==> src/rtl/arm_cond_pkg.sv <==
// Shared encodings for the ARM condition field and the {N,Z,C,V} flag layout.
package arm_cond_pkg;

    localparam logic [3:0] COND_EQ = 4'b0000;
    localparam logic [3:0] COND_NE = 4'b0001;
    localparam logic [3:0] COND_CS = 4'b0010;
    localparam logic [3:0] COND_CC = 4'b0011;
    localparam logic [3:0] COND_MI = 4'b0100;
    localparam logic [3:0] COND_PL = 4'b0101;
    localparam logic [3:0] COND_VS = 4'b0110;
    localparam logic [3:0] COND_VC = 4'b0111;
    localparam logic [3:0] COND_HI = 4'b1000;
    localparam logic [3:0] COND_LS = 4'b1001;
    localparam logic [3:0] COND_GE = 4'b1010;
    localparam logic [3:0] COND_LT = 4'b1011;
    localparam logic [3:0] COND_GT = 4'b1100;
    localparam logic [3:0] COND_LE = 4'b1101;
    localparam logic [3:0] COND_AL = 4'b1110;
    localparam logic [3:0] COND_NV = 4'b1111;

    localparam int FLAG_N = 3;
    localparam int FLAG_Z = 2;
    localparam int FLAG_C = 1;
    localparam int FLAG_V = 0;

endpackage

==> src/rtl/condcheck.sv <==
// Combinational evaluation of an instruction's Cond field against stored NZCV.
module condcheck
    import arm_cond_pkg::*;
(
    input  logic [3:0] i_cond,
    input  logic [3:0] i_flags,
    output logic       o_condex
);

    logic w_n, w_z, w_c, w_v, w_ge;

    assign w_n  = i_flags[FLAG_N];
    assign w_z  = i_flags[FLAG_Z];
    assign w_c  = i_flags[FLAG_C];
    assign w_v  = i_flags[FLAG_V];
    assign w_ge = (w_n == w_v);

    always_comb begin
        o_condex = 1'b0;
        case (i_cond)
            COND_EQ: o_condex = w_z;
            COND_NE: o_condex = ~w_z;
            COND_CS: o_condex = w_c;
            COND_CC: o_condex = ~w_c;
            COND_MI: o_condex = w_n;
            COND_PL: o_condex = ~w_n;
            COND_VS: o_condex = w_v;
            COND_VC: o_condex = ~w_v;
            COND_HI: o_condex = w_c & ~w_z;
            COND_LS: o_condex = ~w_c | w_z;
            COND_GE: o_condex = w_ge;
            COND_LT: o_condex = ~w_ge;
            COND_GT: o_condex = ~w_z & w_ge;
            COND_LE: o_condex = w_z | ~w_ge;
            COND_AL: o_condex = 1'b1;
            // COND_NV is reserved and never executes
            default: o_condex = 1'b0;
        endcase
    end

endmodule

==> src/rtl/condlogic_mc.sv <==
// Conditional-execution unit of the multicycle core: holds NZCV and gates the
// decoder's write strobes by the condition evaluated in the previous cycle.
module condlogic_mc
    import arm_cond_pkg::*;
#(
    parameter logic [3:0] FLAG_RESET = 4'b0000
) (
    input  logic       clk,
    input  logic       reset,
    input  logic [3:0] Cond,
    input  logic [3:0] ALUFlags,
    input  logic [1:0] FlagW,
    input  logic       PCS,
    input  logic       NextPC,
    input  logic       RegW,
    input  logic       MemW,
    output logic       PCWrite,
    output logic       RegWrite,
    output logic       MemWrite,
    output logic [3:0] Flags
);

    logic [3:0] r_flags;
    logic       r_condexd;
    logic       w_condex;
    logic [1:0] w_flagwrite;
    logic       w_exec;

    condcheck u_condcheck (
        .i_cond  (Cond),
        .i_flags (r_flags),
        .o_condex(w_condex)
    );

    // Flags are written in the ALU state, so they use the undelayed condition.
    assign w_flagwrite = FlagW & {2{w_condex}};

    always_ff @(posedge clk) begin
        if (reset) begin
            r_flags   <= FLAG_RESET;
            r_condexd <= 1'b0;
        end else begin
            if (w_flagwrite[1]) r_flags[FLAG_N:FLAG_Z] <= ALUFlags[FLAG_N:FLAG_Z];
            if (w_flagwrite[0]) r_flags[FLAG_C:FLAG_V] <= ALUFlags[FLAG_C:FLAG_V];
            r_condexd <= w_condex;
        end
    end

    // Writes requested while reset is held are dropped as well as the cycle after.
    assign w_exec   = r_condexd & ~reset;

    assign PCWrite  = (PCS & w_exec) | NextPC;
    assign RegWrite = RegW & w_exec;
    assign MemWrite = MemW & w_exec;
    assign Flags    = r_flags;

endmodule
==> config.mk <==
export PLATFORM = sky130hd
export DESIGN_NAME = condlogic_mc
export DESIGN_NICKNAME = d
export VERILOG_FILES = /design/src/rtl/arm_cond_pkg.sv /design/src/rtl/condcheck.sv /design/src/rtl/condlogic_mc.sv
export SDC_FILE = /design/constraint.sdc
export NUM_CORES = 1
export LEC_CHECK = 0
export ABC_AREA = 1
export BUFFER_PORTS_ARGS = -buffer_cell sky130_fd_sc_hd__buf_4
export CAP_MARGIN = 10
export CORE_AREA = 2 2 39 41
export DETAILED_ROUTE_END_ITERATION = 10
export DIE_AREA = 0 0 41 43
export PLACE_DENSITY = 0.65
export RECOVER_POWER = 25
export SYNTH_ARGS = -nofsm -noshare
export SYNTH_HDL_FRONTEND = slang
export SYNTH_HIERARCHICAL = 1
export SYNTH_SLANG_ARGS = --single-unit
==> constraint.sdc <==
create_clock -name clk -period 1.1 [get_ports clk]
set_input_delay 0.22 -clock clk [delete_from_list [all_inputs] [get_ports clk]]
set_output_delay 0.22 -clock clk [all_outputs]
set_load 0.01 [all_outputs]
* Yosys cells after proc, flatten, opt, wreduce, memory -nomap -nowiden
Index checks and enable logic that the tools add are counted.
Word-level totals: flip-flop bits (word level) 5, bits of input ports 16, output and inout bits 7, word-level logic and storage cells 36
Cells by class: equal/unequal tests 15, mux-type cells 1, bitwise logic cells 16, reduce and logical (&&, ||, !) cells 1
Operator list (count):
- equality test 4 bit, second input constant | 7
- equality test 4 x 3 -> 1 bit, second input constant | 4
- one-hot mux 1 bit (15 select lines) | 1
- equality test 4 x 2 -> 1 bit, second input constant | 2
- bitwise AND 1 bit | 6
- inverter 1 bit | 6
- equality test 4 x 1 -> 1 bit, second input constant | 1
- logical NOT 4 bit | 1
- OR 1 bit | 3
- bitwise AND 2 bit | 1
- equality test 1 bit | 1

* Depth between registers and ports, before layout
Gate-level depths: netlist of the first run.
depth in word-level cells 5, depth in mapped cells 12, depth with buffers taken out 12

* By module
The synthesis of the first run kept the hierarchy.
Modules (own cells, without submodules):
- condcheck | instances 1, cells each 55, area an instance 229.0 um^2, sequential area each 0.0 um^2
- condlogic_mc | instances 1, cells each 37, area an instance 224.0 um^2, sequential area each 100.1 um^2

* Least setup slack after synthesis of the first run
Ideal clock, no wire load.
kind register -> register, start point reg r_flags[0] (netlist: Flags[0]), end point reg r_flags[0] (netlist: Flags[0]), setup time 113 ps, arrival 1161 ps, data required time 987 ps, setup slack -174 ps, cell stages (with the launch flop) 12, path buffers 0, period minus slack after synthesis 1274 ps, cells stage by stage dfxtp_1 inv_1 nand2_1 nand3_1 nand2_1 nand2_2 nor2_1 nand2_1 nand2_1 nand2_1 nand2_1 nor2_1
On the way: longest elaborated chain between the ends 5, elaborated cells on any way between the ends 7, classes of those cells eq/ne: 1; mux: 1; bitwise: 5
RTL lines:
- from (decl) | line condlogic_mc.sv:23 | logic [3:0] r_flags;
- from (signal, indexed assignment) | line condlogic_mc.sv:43 | if (w_flagwrite[1]) r_flags[FLAG_N:FLAG_Z] <= ALUFlags[FLAG_N:FLAG_Z];
- from (signal, indexed assignment) | line condlogic_mc.sv:44 | if (w_flagwrite[0]) r_flags[FLAG_C:FLAG_V] <= ALUFlags[FLAG_C:FLAG_V];
- equality test 1 bit | line condcheck.sv:16 | assign w_ge = (w_n == w_v);
- inverter 1 bit | line condcheck.sv:32, condcheck.sv:34
- OR 1 bit | line condcheck.sv:34 | COND_LE: o_condex = w_z | ~w_ge;
- one-hot mux 1 bit (15 select lines) (*) | line condcheck.sv:20 | case (i_cond)
- named net w_condex | line condlogic_mc.sv:25 | logic w_condex;
- bitwise AND 2 bit (*) | line condlogic_mc.sv:36 | assign w_flagwrite = FlagW & {2{w_condex}};
Mark *: on every way through the listed nets, which the timed path passes. The rest lies on a longest branch. A chain may end at the register's enable or synchronous reset.

* Worst setup path in the final report of the first run
start point reg r_flags[2] (netlist: Flags[2]), end point reg r_flags[3] (netlist: Flags[3])
On the way: longest elaborated chain between the ends 4, elaborated cells on any way between the ends 7, classes of those cells mux: 1; bitwise: 6
RTL lines (line):
- inverter 1 bit | condcheck.sv:22, condcheck.sv:29, condcheck.sv:33
- bitwise AND 1 bit (on tied branches) | condcheck.sv:33, condcheck.sv:29
- one-hot mux 1 bit (15 select lines) (*) | condcheck.sv:20
- named net w_condex | condlogic_mc.sv:25
- bitwise AND 2 bit (*) | condlogic_mc.sv:36
Marked as above.

==> flow_metrics.env, run 1 <==
export IMPL_drt_initial_drc_count=7
export IMPL_routabilityCongestion=0.692
export IMPL_vias=645
export IMPL_layout_drive_gt1_share_pct=43.7
export IMPL_wl_met2_um=749
export IMPL_synthCells=92
export IMPL_outcome="complete, but fails checks"
export IMPL_worstPathArrival_ps=1410
export IMPL_setup_viol=6
export IMPL_crit_type="reg2reg"
export IMPL_drv_slew=0
export IMPL_path_max_fanout=5
export IMPL_maxSlewHeadroom_pct=83.1
export IMPL_clk_path_buf_depth=2
export IMPL_clock_latency_ps=250
export IMPL_cts_tree="built"
export IMPL_cts_buffers=3
export IMPL_hold_class="in2reg"
export IMPL_grt_pass1_wl_mm=1.99
export IMPL_route_detailed_drc=0
export IMPL_worstMarginPinSlew_ps=252
export IMPL_final_util_pct=57.4
export IMPL_dieArea_um2=1760
export IMPL_ys_warn_count=6
export IMPL_ys_ff_latch=5
export IMPL_fp_dieW_um=41
export IMPL_coreArea_um2=1380
export IMPL_hpwl_um=954
export IMPL_fmax_mhz=784
export IMPL_wl_per_cell_um=9.67
export IMPL_portBuffers=22
export IMPL_clkSinkCount=5
export IMPL_rsz0062_at_grt="true"
export IMPL_rows=14
export IMPL_grt_antenna_before_repair=0
export IMPL_max_cap_violations=0
export IMPL_finClkSkew_ps=0.291
export IMPL_clk_pin_slew_ps=40
export IMPL_start_util_pct=32.7
export IMPL_ir_drop_v=0.000651
export IMPL_diodes=0
export IMPL_postSynthAreaPerCell_um2=4.92
export IMPL_synth_fp_nets=108
export IMPL_grt_usage_pct=16.6
export IMPL_period_share_pct=116
export IMPL_viasPerCell=4.54
export IMPL_syn_area_um2=453
export IMPL_start_kind="register"
export IMPL_root_buffer="clkbuf_4"
export IMPL_placed_area_um2=701
export IMPL_synth_distinct_cells=11
export IMPL_cellPowerDensity_nw_per_um2=980
export IMPL_highest_layer="met4"
export IMPL_stdcell_area_um2=795
export IMPL_tns_ps=-729
export IMPL_leakage_nw=0.459
export IMPL_ant_nets=0
export IMPL_fin_ws_ps=-175
export IMPL_p_total_w=0.000778
export IMPL_grt_pass1_vias=549
export IMPL_violations="negative setup slack"
export IMPL_wl_mm=1.37
export IMPL_overflow=0
export IMPL_end_kind="register"
export IMPL_hold_viol_final=0
export IMPL_ys_seq_area_share_pct=22.1
export IMPL_chipHeight_um=43
export IMPL_firstDrtPassIters=3
export IMPL_fin_crit_ps=1280
export IMPL_critPathRequiredTime_ps=1240
export IMPL_io_pins=23
export IMPL_grt_start_max_net_pins=8
export IMPL_wl_met1_um=547
export IMPL_area_growth_pct=75.4
export IMPL_final_nets=143
export IMPL_wl_met3_um=56
export IMPL_cts_htree_levels=1
[synthesized netlist by cell type, drive strengths merged]
library cell,instances,area (µm²)
nand3b,1,7.51
nor3,1,5.00
a21oi,2,10.0
clkinv,2,7.51
nor2,20,75.1
o21bai,1,7.51
nand3,10,50.1
dfxtp,5,100
nand2,34,130
inv,16,60.1
[cell usage in the layout, fill, tap and decap left out]
master | Yosys | final
nand3b_1 | 1 | 1
nor2_2 | 0 | 3
nand2_2 | 1 | 5
nor2_1 | 20 | 17
nand2_1 | 33 | 27
inv_4 | 0 | 2
o21bai_1 | 1 | 1
nand2_4 | 0 | 2
dfxtp_2 | 0 | 1
inv_2 | 0 | 2
dfxtp_4 | 0 | 4
nand3_2 | 0 | 4
clkbuf_1 | 0 | 2
clkbuf_4 | 0 | 3
nand3_1 | 10 | 6
clkinv_1 | 2 | 2
buf_4 | 0 | 29
nor3_1 | 1 | 1
a21oi_1 | 2 | 2
inv_1 | 16 | 12
[report_power, final]
part | internal [W] | leakage [nW] | switching (W) | total [W]
Clock | 0.000137 | 0.0150 | 0.0000804 | 0.000218
Sequential | 0.000206 | 0.0443 | 0.0000268 | 0.000233
Combinational | 0.000162 | 0.399 | 0.000166 | 0.000328
[path summary, 6_finish.rpt]
| kind | endpoint | slack [ps] | start | cells after the start |
|---|---|---|---|---|
| max | Flags[3] | -180 | Flags[2] | 10 |
| min | r_condexd | 120 | reset | 2 |
| max reg2reg | Flags[3] | -180 | Flags[2] | 10 |
| min reg2reg | Flags[1] | 680 | Flags[1] | 5 |
[flip-flops by register name (all words and copies together), names as in the netlist]
| name | cells |
|---|---|
| Flags | 4 |
| r_condexd | 1 |
[repair_timing]
action	CTS	global route
hold buffers	0	0
resized for setup	8	11
pin swaps	4	3
buffers inserted	2	0
endpoints found under the setup margin	6	7
[kinds of logic after synthesis]
group                  synth area share (%)
AOI/OAI and AO/OA                      3.87
buffers and inverters                  14.9
DFF                                    22.1
and+or+nand+nor                        59.1
[area by class of cell]
class / instances / area [µm²]
Multi-Input combinational cell: 69 / 338
Inverter: 18 / 72.6
Sequential cell: 5 / 116
Clock buffer: 4 / 26.3
Timing Repair Buffer: 30 / 221
Tap cell: 16 / 20.0
Fill cell: 142 / 589
[per-layer routing]
| metal | vias up | track usage, % |
|---|---|---|
| li1 | 343 | - |
| met1 | 282 | 18.1 |
| met2 | 17 | 28.4 |
| met3 | 3 | 1.57 |
| met4 | 0 | 10.0 |
| met5 | - | 0 |
[worst max-delay path, cell delays in order, from the launching register on]
cell	delay [ps]
dfxtp_4	360
nand3b_1	120
nand3_1	80
nand2_1	80
nand2_2	50
nor2_2	110
nand2_2	110
nand2_4	100
nand2_1	50
nand2_1	70
nor2_1	40
[metrics by stage]
stage | std cells | hold slack [ps] | worst slack (ps)
finish | 142 | 122 | -175
global route | 142 | 136 | -260
CTS | 142 | 122 | -154
detailed placement | 136 | 390 | -228
global placement | 136 | 387 | -227
floorplan | 92 | 292 | -61.4
(Power assumes the default switching activity.)
==> run 2: changes to the inputs <==
--- a/config.mk
+++ b/config.mk
@@ -11,7 +11,6 @@
 export CORE_AREA = 2 2 39 41
 export DETAILED_ROUTE_END_ITERATION = 10
 export DIE_AREA = 0 0 41 43
-export PLACE_DENSITY = 0.65
 export RECOVER_POWER = 25
 export SYNTH_ARGS = -nofsm -noshare
 export SYNTH_HDL_FRONTEND = slang
==> constraint.sdc (replaced) <==
create_clock -name clk -period 1.3 [get_ports clk]
set_input_delay 0.065 -clock clk [delete_from_list [all_inputs] [get_ports clk]]
set_output_delay 0.065 -clock clk [all_outputs]
set_load 0.01 [all_outputs]
==> run 2 against run 1 <==
Effect of this change: via count shrank 2.0%; the flow now finishes without violations; sequential power shrank 16%; sequential cell count is the same; register-to-register slack gained 180 ps; first-iteration DRC count grew 130%.
==> flow_metrics.env, run 2 (synthesis gave the netlist of run 1 again) <==
export IMPL_clk_path_buf_depth=2
export IMPL_highest_layer="met4"
export IMPL_grt_start_max_net_pins=8
export IMPL_area_growth_pct=70.2
export IMPL_cts_htree_levels=1
export IMPL_fmax_mhz=773
export IMPL_period_share_pct=99.5
export IMPL_route_detailed_drc=0
export IMPL_critPathRequiredTime_ps=1440
export IMPL_crit_type="reg2reg"
export IMPL_min_from="ALUFlags[2]"
export IMPL_grt_pass1_vias=564
export IMPL_wl_met3_um=79
export IMPL_hpwl_um=922
export IMPL_wl_mm=1.28
export IMPL_r2r_cells=12
export IMPL_p_total_w=0.000649
export IMPL_finClkSkew_ps=2.68
export IMPL_r2r_start="Flags[0]"
export IMPL_most_common_layout_cells="buf_4 (27), nand2_1 (25), nor2_1 (19), inv_1 (13)"
export IMPL_slowest_delay_ps=360
export IMPL_drt_initial_drc_count=16
export IMPL_dieArea_um2=1760
export IMPL_fill_cells=146
export IMPL_p_seq_share_pct=30.2
export IMPL_ant_nets=0
export IMPL_setup_viol=0
export IMPL_fin_crit_ps=1290
export IMPL_final_util_pct=55.7
export IMPL_hold_viol_final=0
export IMPL_clock_latency_ps=250
export IMPL_maxSlewHeadroom_pct=84.5
export IMPL_rows=14
export IMPL_wl_met1_um=544
export IMPL_crit_buf_inv=1
export IMPL_chipHeight_um=43
export IMPL_worstHoldPathCells=3
export IMPL_rsz0062_at_grt="true"
export IMPL_firstDrtPassIters=4
export IMPL_hold_class="in2reg"
export IMPL_layout_drive_gt1_share_pct=40.3
export IMPL_intPower_w=0.000422
export IMPL_fp_dieW_um=41
export IMPL_crit_family="simple AND/OR/NAND/NOR gates"
export IMPL_crit_slowest_cell="dfxtp_4"
export IMPL_routabilityCongestion=0.737
export IMPL_start_kind="register"
export IMPL_portBuffers=22
export IMPL_layout_commonest_cell="buf_4"
export IMPL_ir_drop_v=0.000620
export IMPL_path_max_fanout=5
export IMPL_wl_per_cell_um=9.14
export IMPL_cp_common_cell="nand2_1"
export IMPL_overflow=0
export IMPL_holdPathEnd="Flags[2]"
export IMPL_grt_usage_pct=17.1
export IMPL_worstMarginPinSlew_ps=231
export IMPL_sw_frac_of_total_pct=34.9
export IMPL_worstPathArrival_ps=1430
export IMPL_io_pins=23
export IMPL_power_switching_w=0.000226
export IMPL_leakage_nw=0.439
export IMPL_cts_buffers=3
export IMPL_max_cap_violations=0
export IMPL_diodes=0
export IMPL_p_clk_share_pct=28.9
export IMPL_coreArea_um2=1380
export IMPL_clk_pin_slew_ps=50
export IMPL_root_buffer="clkbuf_4"
export IMPL_combPwrFrac_pct=40.9
export IMPL_reg2reg_slack_ps=7
export IMPL_reg2reg_to="Flags[2]"
export IMPL_end_kind="register"
export IMPL_grt_pass1_wl_mm=2.06
export IMPL_drv_slew=0
export IMPL_clkSinkCount=5
export IMPL_cellPowerDensity_nw_per_um2=842
export IMPL_outcome="complete, no violations"
export IMPL_largest_register_ff_count=4
export IMPL_start_util_pct=32.7
export IMPL_cp_cell_sequence="inv_4, nand2_2, nand3_2, nand2_1, nand2_1, nand2_1, nor2_1, nand2_2, nand2_2, nand2_1, nand2_1, nor2_1"
export IMPL_viasPerCell=4.51
export IMPL_grt_antenna_before_repair=0
export IMPL_cts_tree="built"
export IMPL_wl_met2_um=624
export IMPL_final_nets=141
export IMPL_vias=632
## run 2: metrics by stage
stage               instances  instance area [µm²]  setup slack [ps]  TNS, ps  hold slack (ps)
floorplan                  92                  453              25.8        0              136
global placement          133                  661             -53.5     -177              233
detailed placement        133                  661             -68.2     -223              233
CTS                       139                  713              1.91        0             29.8
global route              140                  771             -94.5     -324             43.3
finish                    140                  771              6.83        0             38.0
## run 2: routing by layer
layer	vias up	GRT usage, %
li1	338	-
met1	265	21.9
met2	26	25.3
met3	3	1.57
met4	0	12.0
met5	-	0
## run 2: final cells by class
class | instances | area (µm²) | share of cell area (%)
clock buffer | 4 | 26.3 | 3.41
inverter | 18 | 72.6 | 9.42
multi-input combinational | 69 | 327 | 42.4
sequential | 5 | 113 | 14.6
tap | 16 | 20.0 | 2.60
timing repair buffer | 28 | 213 | 27.6
## run 2: repair_timing
item | 4_1_cts | 5_1_grt
resized for setup | 5 | 20
pin swaps | 2 | 6
gates cloned | 0 | 0
buffers inserted | 1 | 1
setup endpoints to repair | 4 | 5
hold buffers | 1 | 0
hold endpoints to repair | 1 | 0
## run 2: worst reg2reg max path: stages, from the launching register on
cell and delay (ps):
dfxtp_4 360, inv_4 60, nand2_2 60, nand3_2 70, nand2_1 50, nand2_1 50
nand2_1 50, nor2_1 120, nand2_2 110, nand2_2 110, nand2_1 60, nand2_1 50
nor2_1 30
## run 2: worst max-delay path by stage
| stage | slack (ps) | cells after the start | from | to |
|---|---|---|---|---|
| floorplan | 30 | 11 | Flags[0] | Flags[0] |
| global placement | -50 | 11 | Flags[0] | Flags[0] |
| detailed placement | -70 | 11 | Flags[0] | Flags[1] |
| CTS | 2 | 10 | Flags[2] | Flags[1] |
| global route | -90 | 12 | Flags[0] | Flags[2] |
| finish | 7 | 12 | Flags[0] | Flags[2] |
## run 2: power by group through the flow
stage	clock network (W)	registers, W	logic [W]
floorplan	0	0.000197	0.000108
global placement	0	0.000191	0.000218
detailed placement	0	0.000191	0.000216
CTS	0.000196	0.000190	0.000232
global route	0.000203	0.000199	0.000299
finish	0.000187	0.000196	0.000265
